## src/rtl/neck_pkg.sv

```systemverilog
`default_nettype none
// ============================================================================
// Module      : neck_pkg
// Description : Shared types and helpers for the neck detector. Holds the FSM
//               state encoding, the judge mode encodings and a signed
//               saturation helper used by the difference chain.
// Revision    : 1.0 - initial release
// ============================================================================
package neck_pkg;

    // FSM state, also exported on the debug 'state' port
    typedef enum logic [1:0] {
        IDLE    = 2'd0,
        MONITOR = 2'd1,
        CUT     = 2'd2,
        BLANK   = 2'd3
    } neck_state_e;

    // Judge modes; 2'b11 behaves exactly like 2'b10
    localparam logic [1:0] c_mode_d1       = 2'b00;
    localparam logic [1:0] c_mode_d12      = 2'b01;
    localparam logic [1:0] c_mode_d123     = 2'b10;
    localparam logic [1:0] c_mode_d123_alt = 2'b11;

    // Fill level at which the difference history is fully populated
    localparam logic [2:0] c_fill_full = 3'd4;

    // Clamp a sign-extended value to the signed range of a w-bit word.
    // Valid for w in 2..31; the caller truncates the result to w bits.
    function automatic logic signed [31:0] sat_signed(
        input logic signed [31:0] v,
        input int                 w
    );
        logic signed [31:0] hi;
        logic signed [31:0] lo;
        hi = (32'sd1 <<< (w - 1)) - 32'sd1;
        lo = -(32'sd1 <<< (w - 1));
        if (v > hi) begin
            return hi;
        end else if (v < lo) begin
            return lo;
        end
        return v;
    endfunction

endpackage : neck_pkg
`default_nettype wire

```

## src/rtl/neck_dif_sat.sv

```systemverilog
`default_nettype none
// ============================================================================
// Module      : neck_dif_sat
// Description : Three-stage saturated difference chain. On every en_sample it
//               forms d1 = x[n]-x[n-1], d2 = d1[n]-d1[n-1], d3 = d2[n]-d2[n-1]
//               at DATA_W+1 bits, clamps each to DATA_W bits and keeps the
//               clamped values as history. A fill counter (saturating at 4)
//               marks when the history is complete enough to judge.
// Ports       : clk, rst_n        - clock, asynchronous active-low reset
//               en_sample         - one-cycle strobe, sample_data valid
//               sample_data       - signed input sample
//               d1, d2, d3        - registered saturated differences
//               dif_valid         - one-cycle pulse, d1..d3 updated
//               judge_valid       - accompanies dif_valid when history full
// Revision    : 1.0 - initial release
// ============================================================================
module neck_dif_sat
    import neck_pkg::*;
#(
    parameter int DATA_W = 12
) (
    input  logic                     clk,
    input  logic                     rst_n,
    input  logic                     en_sample,
    input  logic signed [DATA_W-1:0] sample_data,
    output logic signed [DATA_W-1:0] d1,
    output logic signed [DATA_W-1:0] d2,
    output logic signed [DATA_W-1:0] d3,
    output logic                     dif_valid,
    output logic                     judge_valid
);

    logic signed [DATA_W-1:0] x_prev_q, x_prev_d;
    logic signed [DATA_W-1:0] d1_q, d1_d;
    logic signed [DATA_W-1:0] d2_q, d2_d;
    logic signed [DATA_W-1:0] d3_q, d3_d;
    logic [2:0]               fill_q, fill_d;
    logic                     dif_valid_q, dif_valid_d;
    logic                     judge_valid_q, judge_valid_d;

    logic signed [DATA_W:0]   w_d1_wide, w_d2_wide, w_d3_wide;
    logic signed [DATA_W-1:0] w_d1_sat, w_d2_sat, w_d3_sat;

    // Each stage subtracts at one extra bit so the true difference is never
    // lost before clamping; the next stage works from the clamped value.
    always_comb begin
        w_d1_wide = {sample_data[DATA_W-1], sample_data} - {x_prev_q[DATA_W-1], x_prev_q};
        w_d1_sat  = DATA_W'(sat_signed(32'(w_d1_wide), DATA_W));
        w_d2_wide = {w_d1_sat[DATA_W-1], w_d1_sat} - {d1_q[DATA_W-1], d1_q};
        w_d2_sat  = DATA_W'(sat_signed(32'(w_d2_wide), DATA_W));
        w_d3_wide = {w_d2_sat[DATA_W-1], w_d2_sat} - {d2_q[DATA_W-1], d2_q};
        w_d3_sat  = DATA_W'(sat_signed(32'(w_d3_wide), DATA_W));
    end

    always_comb begin
        x_prev_d      = x_prev_q;
        d1_d          = d1_q;
        d2_d          = d2_q;
        d3_d          = d3_q;
        fill_d        = fill_q;
        dif_valid_d   = en_sample;
        // Judging needs four samples of history already in place
        judge_valid_d = en_sample && (fill_q == c_fill_full);
        if (en_sample) begin
            x_prev_d = sample_data;
            d1_d     = w_d1_sat;
            d2_d     = w_d2_sat;
            d3_d     = w_d3_sat;
            if (fill_q != c_fill_full) begin
                fill_d = fill_q + 3'd1;
            end
        end
    end

    always_ff @(posedge clk or negedge rst_n) begin
        if (!rst_n) begin
            x_prev_q      <= '0;
            d1_q          <= '0;
            d2_q          <= '0;
            d3_q          <= '0;
            fill_q        <= '0;
            dif_valid_q   <= 1'b0;
            judge_valid_q <= 1'b0;
        end else begin
            x_prev_q      <= x_prev_d;
            d1_q          <= d1_d;
            d2_q          <= d2_d;
            d3_q          <= d3_d;
            fill_q        <= fill_d;
            dif_valid_q   <= dif_valid_d;
            judge_valid_q <= judge_valid_d;
        end
    end

    assign d1          = d1_q;
    assign d2          = d2_q;
    assign d3          = d3_q;
    assign dif_valid   = dif_valid_q;
    assign judge_valid = judge_valid_q;

endmodule : neck_dif_sat
`default_nettype wire

```

## src/rtl/neck_detector.sv

```systemverilog
`default_nettype none
// ============================================================================
// Module      : neck_detector
// Description : Neck judge for the welder control chain. Builds saturated
//               1st/2nd/3rd-order differences of filtered samples, qualifies
//               each judged sample against runtime thresholds in the selected
//               mode, declares a neck after CONFIRM_N consecutive hits, then
//               cuts welder power for HOLD_CYCLES clocks followed by a
//               BLANK_CYCLES judging blackout.
// Ports       : clk, rst_n        - clock, asynchronous active-low reset
//               en_sample         - one-cycle strobe, sample_data valid
//               sample_data       - signed filtered sample
//               arm               - level, 1 = detection enabled
//               mode              - 00 d1, 01 d1&d2, 1x d1&d2&d3
//               thr1..thr3        - signed strict thresholds
//               d1..d3, dif_valid - registered differences and update pulse
//               neck_flag         - one-cycle pulse on neck declaration
//               power_switch      - 1 = welder power on
//               state             - FSM state (debug)
//               neck_count        - saturating neck event count
// Config      : NECK_DET_STATS_EN - when defined, neck_count counts events;
//               otherwise neck_count is tied to zero.
// Revision    : 1.0 - initial release
// ============================================================================
module neck_detector
    import neck_pkg::*;
#(
    parameter int DATA_W       = 12,
    parameter int CONFIRM_N    = 3,
    parameter int HOLD_CYCLES  = 100000,
    parameter int BLANK_CYCLES = 50000
) (
    input  logic                     clk,
    input  logic                     rst_n,
    input  logic                     en_sample,
    input  logic signed [DATA_W-1:0] sample_data,
    input  logic                     arm,
    input  logic [1:0]               mode,
    input  logic signed [DATA_W-1:0] thr1,
    input  logic signed [DATA_W-1:0] thr2,
    input  logic signed [DATA_W-1:0] thr3,
    output logic signed [DATA_W-1:0] d1,
    output logic signed [DATA_W-1:0] d2,
    output logic signed [DATA_W-1:0] d3,
    output logic                     dif_valid,
    output logic                     neck_flag,
    output logic                     power_switch,
    output logic [1:0]               state,
    output logic [15:0]              neck_count
);

    localparam int c_tmr_max = (HOLD_CYCLES > BLANK_CYCLES) ? HOLD_CYCLES : BLANK_CYCLES;
    localparam int c_tmr_w   = $clog2(c_tmr_max + 1);
    localparam int c_hit_w   = $clog2(CONFIRM_N + 1);

    // Timers count down to zero, so a window of N clocks loads N-1
    localparam logic [c_tmr_w-1:0] c_hold_load  = c_tmr_w'(HOLD_CYCLES - 1);
    localparam logic [c_tmr_w-1:0] c_blank_load = c_tmr_w'(BLANK_CYCLES - 1);
    localparam logic [c_tmr_w-1:0] c_tmr_one    = c_tmr_w'(1);
    localparam logic [c_hit_w-1:0] c_hit_last   = c_hit_w'(CONFIRM_N - 1);
    localparam logic [c_hit_w-1:0] c_hit_full   = c_hit_w'(CONFIRM_N);
    localparam logic [c_hit_w-1:0] c_hit_one    = c_hit_w'(1);

    logic w_judge_valid;
    logic w_judge;
    logic w_q1, w_q2, w_q3;
    logic w_qualify;

    neck_state_e               state_q, state_d;
    logic [c_hit_w-1:0]        hit_q, hit_d;
    logic [c_tmr_w-1:0]        timer_q, timer_d;
    logic                      power_q, power_d;
    logic                      neck_flag_q, neck_flag_d;

    neck_dif_sat #(
        .DATA_W (DATA_W)
    ) u_dif (
        .clk         (clk),
        .rst_n       (rst_n),
        .en_sample   (en_sample),
        .sample_data (sample_data),
        .d1          (d1),
        .d2          (d2),
        .d3          (d3),
        .dif_valid   (dif_valid),
        .judge_valid (w_judge_valid)
    );

    // The judge looks at the freshly registered differences in the cycle
    // they appear, so its verdict lands one clock after dif_valid.
    assign w_judge = dif_valid && w_judge_valid;
    assign w_q1    = d1 > thr1;
    assign w_q2    = d2 > thr2;
    assign w_q3    = d3 > thr3;

    always_comb begin
        case (mode)
            c_mode_d1:   w_qualify = w_q1;
            c_mode_d12:  w_qualify = w_q1 && w_q2;
            default:     w_qualify = w_q1 && w_q2 && w_q3;
        endcase
    end

    always_comb begin
        state_d     = state_q;
        hit_d       = hit_q;
        timer_d     = timer_q;
        power_d     = power_q;
        neck_flag_d = 1'b0;
        if (!arm) begin
            // Disarming wins in every state, including mid-cut
            state_d = IDLE;
            hit_d   = '0;
            timer_d = '0;
            power_d = 1'b1;
        end else begin
            case (state_q)
                IDLE: begin
                    state_d = MONITOR;
                    hit_d   = '0;
                    power_d = 1'b1;
                end
                MONITOR: begin
                    power_d = 1'b1;
                    if (w_judge) begin
                        if (w_qualify) begin
                            if (hit_q == c_hit_last) begin
                                state_d     = CUT;
                                hit_d       = c_hit_full;
                                timer_d     = c_hold_load;
                                power_d     = 1'b0;
                                neck_flag_d = 1'b1;
                            end else begin
                                hit_d = hit_q + c_hit_one;
                            end
                        end else begin
                            hit_d = '0;
                        end
                    end
                end
                CUT: begin
                    power_d = 1'b0;
                    if (timer_q == '0) begin
                        state_d = BLANK;
                        timer_d = c_blank_load;
                        power_d = 1'b1;
                        hit_d   = '0;
                    end else begin
                        timer_d = timer_q - c_tmr_one;
                    end
                end
                BLANK: begin
                    power_d = 1'b1;
                    hit_d   = '0;
                    if (timer_q == '0) begin
                        state_d = MONITOR;
                    end else begin
                        timer_d = timer_q - c_tmr_one;
                    end
                end
                default: begin
                    state_d = IDLE;
                    hit_d   = '0;
                    timer_d = '0;
                    power_d = 1'b1;
                end
            endcase
        end
    end

`ifdef NECK_DET_STATS_EN
    logic [15:0] count_q, count_d;

    // Counts with the flag being raised so the two appear on the same clock
    always_comb begin
        count_d = count_q;
        if (neck_flag_d && (count_q != 16'hFFFF)) begin
            count_d = count_q + 16'd1;
        end
    end

    assign neck_count = count_q;
`else
    assign neck_count = 16'h0000;
`endif

    always_ff @(posedge clk or negedge rst_n) begin
        if (!rst_n) begin
            state_q     <= IDLE;
            hit_q       <= '0;
            timer_q     <= '0;
            power_q     <= 1'b1;
            neck_flag_q <= 1'b0;
`ifdef NECK_DET_STATS_EN
            count_q     <= '0;
`endif
        end else begin
            state_q     <= state_d;
            hit_q       <= hit_d;
            timer_q     <= timer_d;
            power_q     <= power_d;
            neck_flag_q <= neck_flag_d;
`ifdef NECK_DET_STATS_EN
            count_q     <= count_d;
`endif
        end
    end

    assign neck_flag    = neck_flag_q;
    assign power_switch = power_q;
    assign state        = state_q;

endmodule : neck_detector
`default_nettype wire

```

## config.mk

```make
export PLATFORM = sky130hd
export DESIGN_NAME = neck_detector
export DESIGN_NICKNAME = d
export VERILOG_FILES = /design/src/rtl/neck_pkg.sv /design/src/rtl/neck_dif_sat.sv /design/src/rtl/neck_detector.sv
export SDC_FILE = /design/constraint.sdc
export NUM_CORES = 1
export LEC_CHECK = 0
export ABC_AREA = 0
export ABC_CLOCK_PERIOD_IN_PS = 10100
export CAP_MARGIN = 20
export CORE_MARGIN = 2
export CORE_UTILIZATION = 25
export CTS_CLUSTER_SIZE = 10
export DETAILED_ROUTE_END_ITERATION = 10
export GPL_ROUTABILITY_DRIVEN = 0
export PLACE_DENSITY = 0.41
export SETUP_SLACK_MARGIN = 0.02
export SLEW_MARGIN = 20
export SYNTH_ARGS = -nofsm -noshare
export SYNTH_HDL_FRONTEND = slang
export SYNTH_SLANG_ARGS = --single-unit
export TNS_END_PERCENT = 30
```

## constraint.sdc

```tcl
create_clock -name clk -period 10.1 [get_ports clk]
set_clock_uncertainty 0.2 [all_clocks]
set_input_delay 2.02 -clock clk [delete_from_list [all_inputs] [get_ports clk]]
set_output_delay 2.02 -clock clk [all_outputs]
set_load 0.005 [all_outputs]
```

==> impl_metrics.py <==
metrics = {
    "clock_tree": {
        "cts_tree": "done",
        "clk_pin_slew_ns": 0.06,
        "clock-root-buffer": "clkbuf_16",
        "cts_resized": 0,
        "postCtsSetupRepairBufs": 0,
        "clock_sinks": 76,
        "clk_path_buf_depth": 2,
        "ctsHoldBuffers": 0,
        "htree_levels": 3,
        "insertion_delay_ns": 0.35,
        "cts_buffers": 9,
    },
    "timing": {
        "setup-tns-final_ns": 0,
        "worst_slew_margin_rel_pct": 19.5,
        "rsz0062_at_grt": "false",
        "layout_setup_ws_ns": 1.04,
        "setup_violations": 0,
        "period_needed_ns": 9.06,
        "fmax_mhz": 110,
        "worstMarginPinSlew_ns": 1.18,
        "period_share_pct": 89.7,
        "hold_viol_final": 0,
        "slew_viol_final": 0,
    },
    "flow_run": {
        "maxCapViolCount": 0,
    },
    "global_route": {
        "grt_antenna_before_repair": 0,
        "grt_pass1_wl_mm": 33.8,
        "grt_max_degree": 62,
        "grt_pass1_vias": 6189,
        "gr-total-overflow": 0,
        "grt_usage_pct": 15.1,
    },
    "setup_path": {
        "critPathLaunchType": "input port",
        "r2r-end": "u_dif.d3[9]",
        "arrival_ns": 9.03,
        "crit_required_ns": 10.07,
        "reg2reg_depth": 27,
        "path_class": "input port to flop",
        "r2r-start": "u_dif.x_prev_q[1]",
        "r2r_slack_ns": 2.77,
        "critPathCaptureType": "flop",
        "worstPathMaxFanout": 11,
    },
    "detailed_routing": {
        "first_iter_violations": 345,
        "wirelength_mm": 20.6,
        "vias": 6078,
        "drtAntennaViolNets": 0,
        "vias_per_cell": 4.90,
        "drt-pass1-iter-count": 4,
        "wl_per_cell_um": 16.6,
        "drt_drc_violations_left": 0,
    },
    "pwr": {
        "p_comb_share_pct": 71.7,
        "clock_power_share_pct": 10.8,
        "cellLeakagePower_nw": 3.73,
        "internal_power_w": 0.00160,
        "swShare_pct": 48.7,
        "pwr-share-seq_pct": 17.5,
        "p_switching_w": 0.00151,
        "powerDensity_nw_per_um2": 379,
        "vdd_drop_max_uv": 184,
    },
    "synthesis": {
        "yosys_warnings": 0,
        "yosysTopAreaCell": "dfrtp_1",
        "ys.flop_type": "dfrtp_1",
        "synthTopCellsByArea": "dfrtp_1, ha_1, inv_1",
        "synth_edf_count": 0,
        "yosysSeqAreaShare_pct": 28.4,
        "syn_inst": 816,
        "ys_types": 75,
        "synth_area_sq_um": 6700,
        "avgSynthCellArea_sq_um": 8.21,
        "yosysTopAreaCellShare_pct": 28.0,
        "yosys_register_bits": 76,
        "synthArstFlopShare_pct": 100,
    },
    "finish": {
        "syn2layout_area_growth_pct": 22.4,
        "nNetsFinal": 1038,
        "drive_gt1_share_pct": 4.64,
        "final_area_sq_um": 8210,
        "antenna_cells": 0,
    },
    "placed_design": {
        "dp_worst_setup_slack_ns": 0.732,
        "dp_hpwl_mm": 16.1,
        "port_buffers": 94,
        "placed_area_sq_um": 7910,
    },
    "outcome": {
        "status": "complete, no violations",
    },
    "worst_hold_path": {
        "whs_path_depth": 2,
        "hp-start": "hit_q[0]",
        "hold_path_class": "flop to flop",
        "min_to": "hit_q[0]",
    },
    "die": {
        "die_height_um": 168,
        "ioPinCount": 111,
        "die-area_sq_um": 28100,
        "start_util_pct": 25.6,
        "coreArea_sq_um": 26200,
        "placementRows": 59,
        "dieWidth_um": 168,
    },
}
[cells in the mapped netlist, types with 5 or more instances]
library cell,n
a211oi_1,8
a21o_1,9
a21oi_1,62
a22oi_1,11
a31oi_1,11
and3_1,8
buf_4,17
clkbuf_1,17
dfrtp_1,75
ha_1,80
inv_1,100
maj3_1,7
mux2_2,5
nand2_1,61
nand2b_1,15
nand3_1,21
nand4_1,11
nor2_1,50
nor2b_1,12
nor3_1,22
nor4_1,7
o211a_1,5
o211ai_1,10
o21a_1,11
o21ai_0,50
o22ai_1,9
or3_1,9
xnor2_1,17
xor2_1,6
[kinds of logic (layout without fill, tap and decap cells)]
logic type,count (synthesis),after routing,synth area share [%]
AO/OA/AOI/OAI,243,243,23.9
AND/OR/NAND/NOR,234,234,17.4
buffers and inverters,142,216,9.20
adder cells (fa/ha/maj),91,91,17.0
flip-flops,76,76,28.4
XOR/XNOR,23,23,3.01
multiplexers,6,6,0.989
other,1,16,0.0560
[critical path: stages]
cell	delay, ns
clkdlybuf4s50_1	0.45
ha_1	0.30
nor2b_1	0.13
o31a_1	0.28
o41ai_1	0.32
o21ai_1	0.19
xor2_1	0.55
a21boi_0	0.24
or2_1	0.27
ha_1	0.21
fa_1	0.41
nor2b_1	0.16
o2111ai_1	0.15
nand3_1	0.17
nand3_1	0.09
a41oi_1	0.19
buf_4	0.20
nand2_1	0.13
a21oi_1	0.21
ha_1	0.29
o21ai_0	0.18
a21oi_1	0.11
o41a_1	0.37
a21boi_0	0.21
a211o_1	0.19
mux2i_1	0.84
a22oi_1	0.15
[per-layer routing]
layer / wire [um] / up-vias / track usage (%) / share of wire, %
li1: - / 3078 / - / -
met1: 10700 / 2872 / 22.0 / 52
met2: 9080 / 111 / 23.5 / 44
met3: 604 / 17 / 2.15 / 2.9
met4: 278 / 0 / 3.74 / 1.3
met5: 0 / - / 0 / 0
[cell type report]
| class | count | area (sq um) |
|---|---|---|
| multi-input cells | 613 | 4240 |
| inverters | 102 | 383 |
| clock inverters | 5 | 52.6 |
| flip-flops and latches | 76 | 1900 |
| fillers | 2825 | 18000 |
| clock buffers | 10 | 239 |
| repair buffers | 99 | 971 |
| well taps | 335 | 419 |
[layout by cell type (no fill, tap or decap), types with 8 or more instances in the layout]
| master | instances |
|---|---|
| o22ai_1 | 9 |
| a211oi_1 | 8 |
| nand3_1 | 21 |
| inv_1 | 100 |
| nand2_1 | 61 |
| nand4_1 | 11 |
| a21oi_1 | 62 |
| o211ai_1 | 10 |
| a31oi_1 | 11 |
| o21ai_0 | 50 |
| clkbuf_16 | 9 |
| and3_1 | 8 |
| nor2_1 | 50 |
| a22oi_1 | 11 |
| or3_1 | 9 |
| dfrtp_1 | 75 |
| o21a_1 | 11 |
| ha_1 | 80 |
| nor2b_1 | 12 |
| xnor2_1 | 17 |
| a21o_1 | 9 |
| clkdlybuf4s50_1 | 92 |
| conb_1 | 16 |
| nand2b_1 | 15 |
| nor3_1 | 22 |
[worst max path at each step]
| stage | start | endpoint | slack, ns | cells past startpoint |
|---|---|---|---|---|
| 3_3_place_gp | sample_data[1] | u_dif.d3[4] | 0.96 | 27 |
| 5_1_grt | sample_data[1] | u_dif.d3[2] | 0.18 | 25 |
| 2_1_floorplan | sample_data[0] | u_dif.d3[0] | 2.07 | 30 |
| 4_1_cts | sample_data[1] | u_dif.d3[10] | 1.07 | 27 |
| 6_report | sample_data[1] | u_dif.d3[9] | 1.04 | 27 |
| 3_5_place_dp | sample_data[1] | u_dif.d3[2] | 0.73 | 27 |
[metrics by stage]
| step | power, W | instances | hold slack [ns] | utilization (%) |
|---|---|---|---|---|
| 6_report | 0.00311 | 1240 | 0.293 | 31.3 |
| 4_1_cts | 0.00314 | 1240 | 0.299 | 31.3 |
| 3_3_place_gp | 0.00281 | 1225 | 0.278 | 30.2 |
| 2_1_floorplan | 0.00213 | 831 | 0.250 | - |
| 3_5_place_dp | 0.00278 | 1225 | 0.286 | 30.2 |
| 5_1_grt | 0.00347 | 1240 | 0.335 | 31.3 |
[registers in the layout, indices dropped and copies added, names as in the netlist]
name,count
u_dif.x_prev_q,12
u_dif.d3,12
u_dif.judge_valid,1
state,2
u_dif.fill_q,3
u_dif.d1,12
timer_q,17
u_dif.dif_valid,1
u_dif.d2,12
power_switch,1
neck_flag,1
hit_q,2
[power by group through the flow]
stage | registers [W] | clock network [W] | logic (W)
floorplan | 0.000508 | 0 | 0.00163
global placement | 0.000555 | 0 | 0.00226
detailed placement | 0.000554 | 0 | 0.00223
CTS | 0.000548 | 0.000346 | 0.00224
global route | 0.000566 | 0.000360 | 0.00254
finish | 0.000545 | 0.000335 | 0.00223
(Power assumes the default switching activity.)
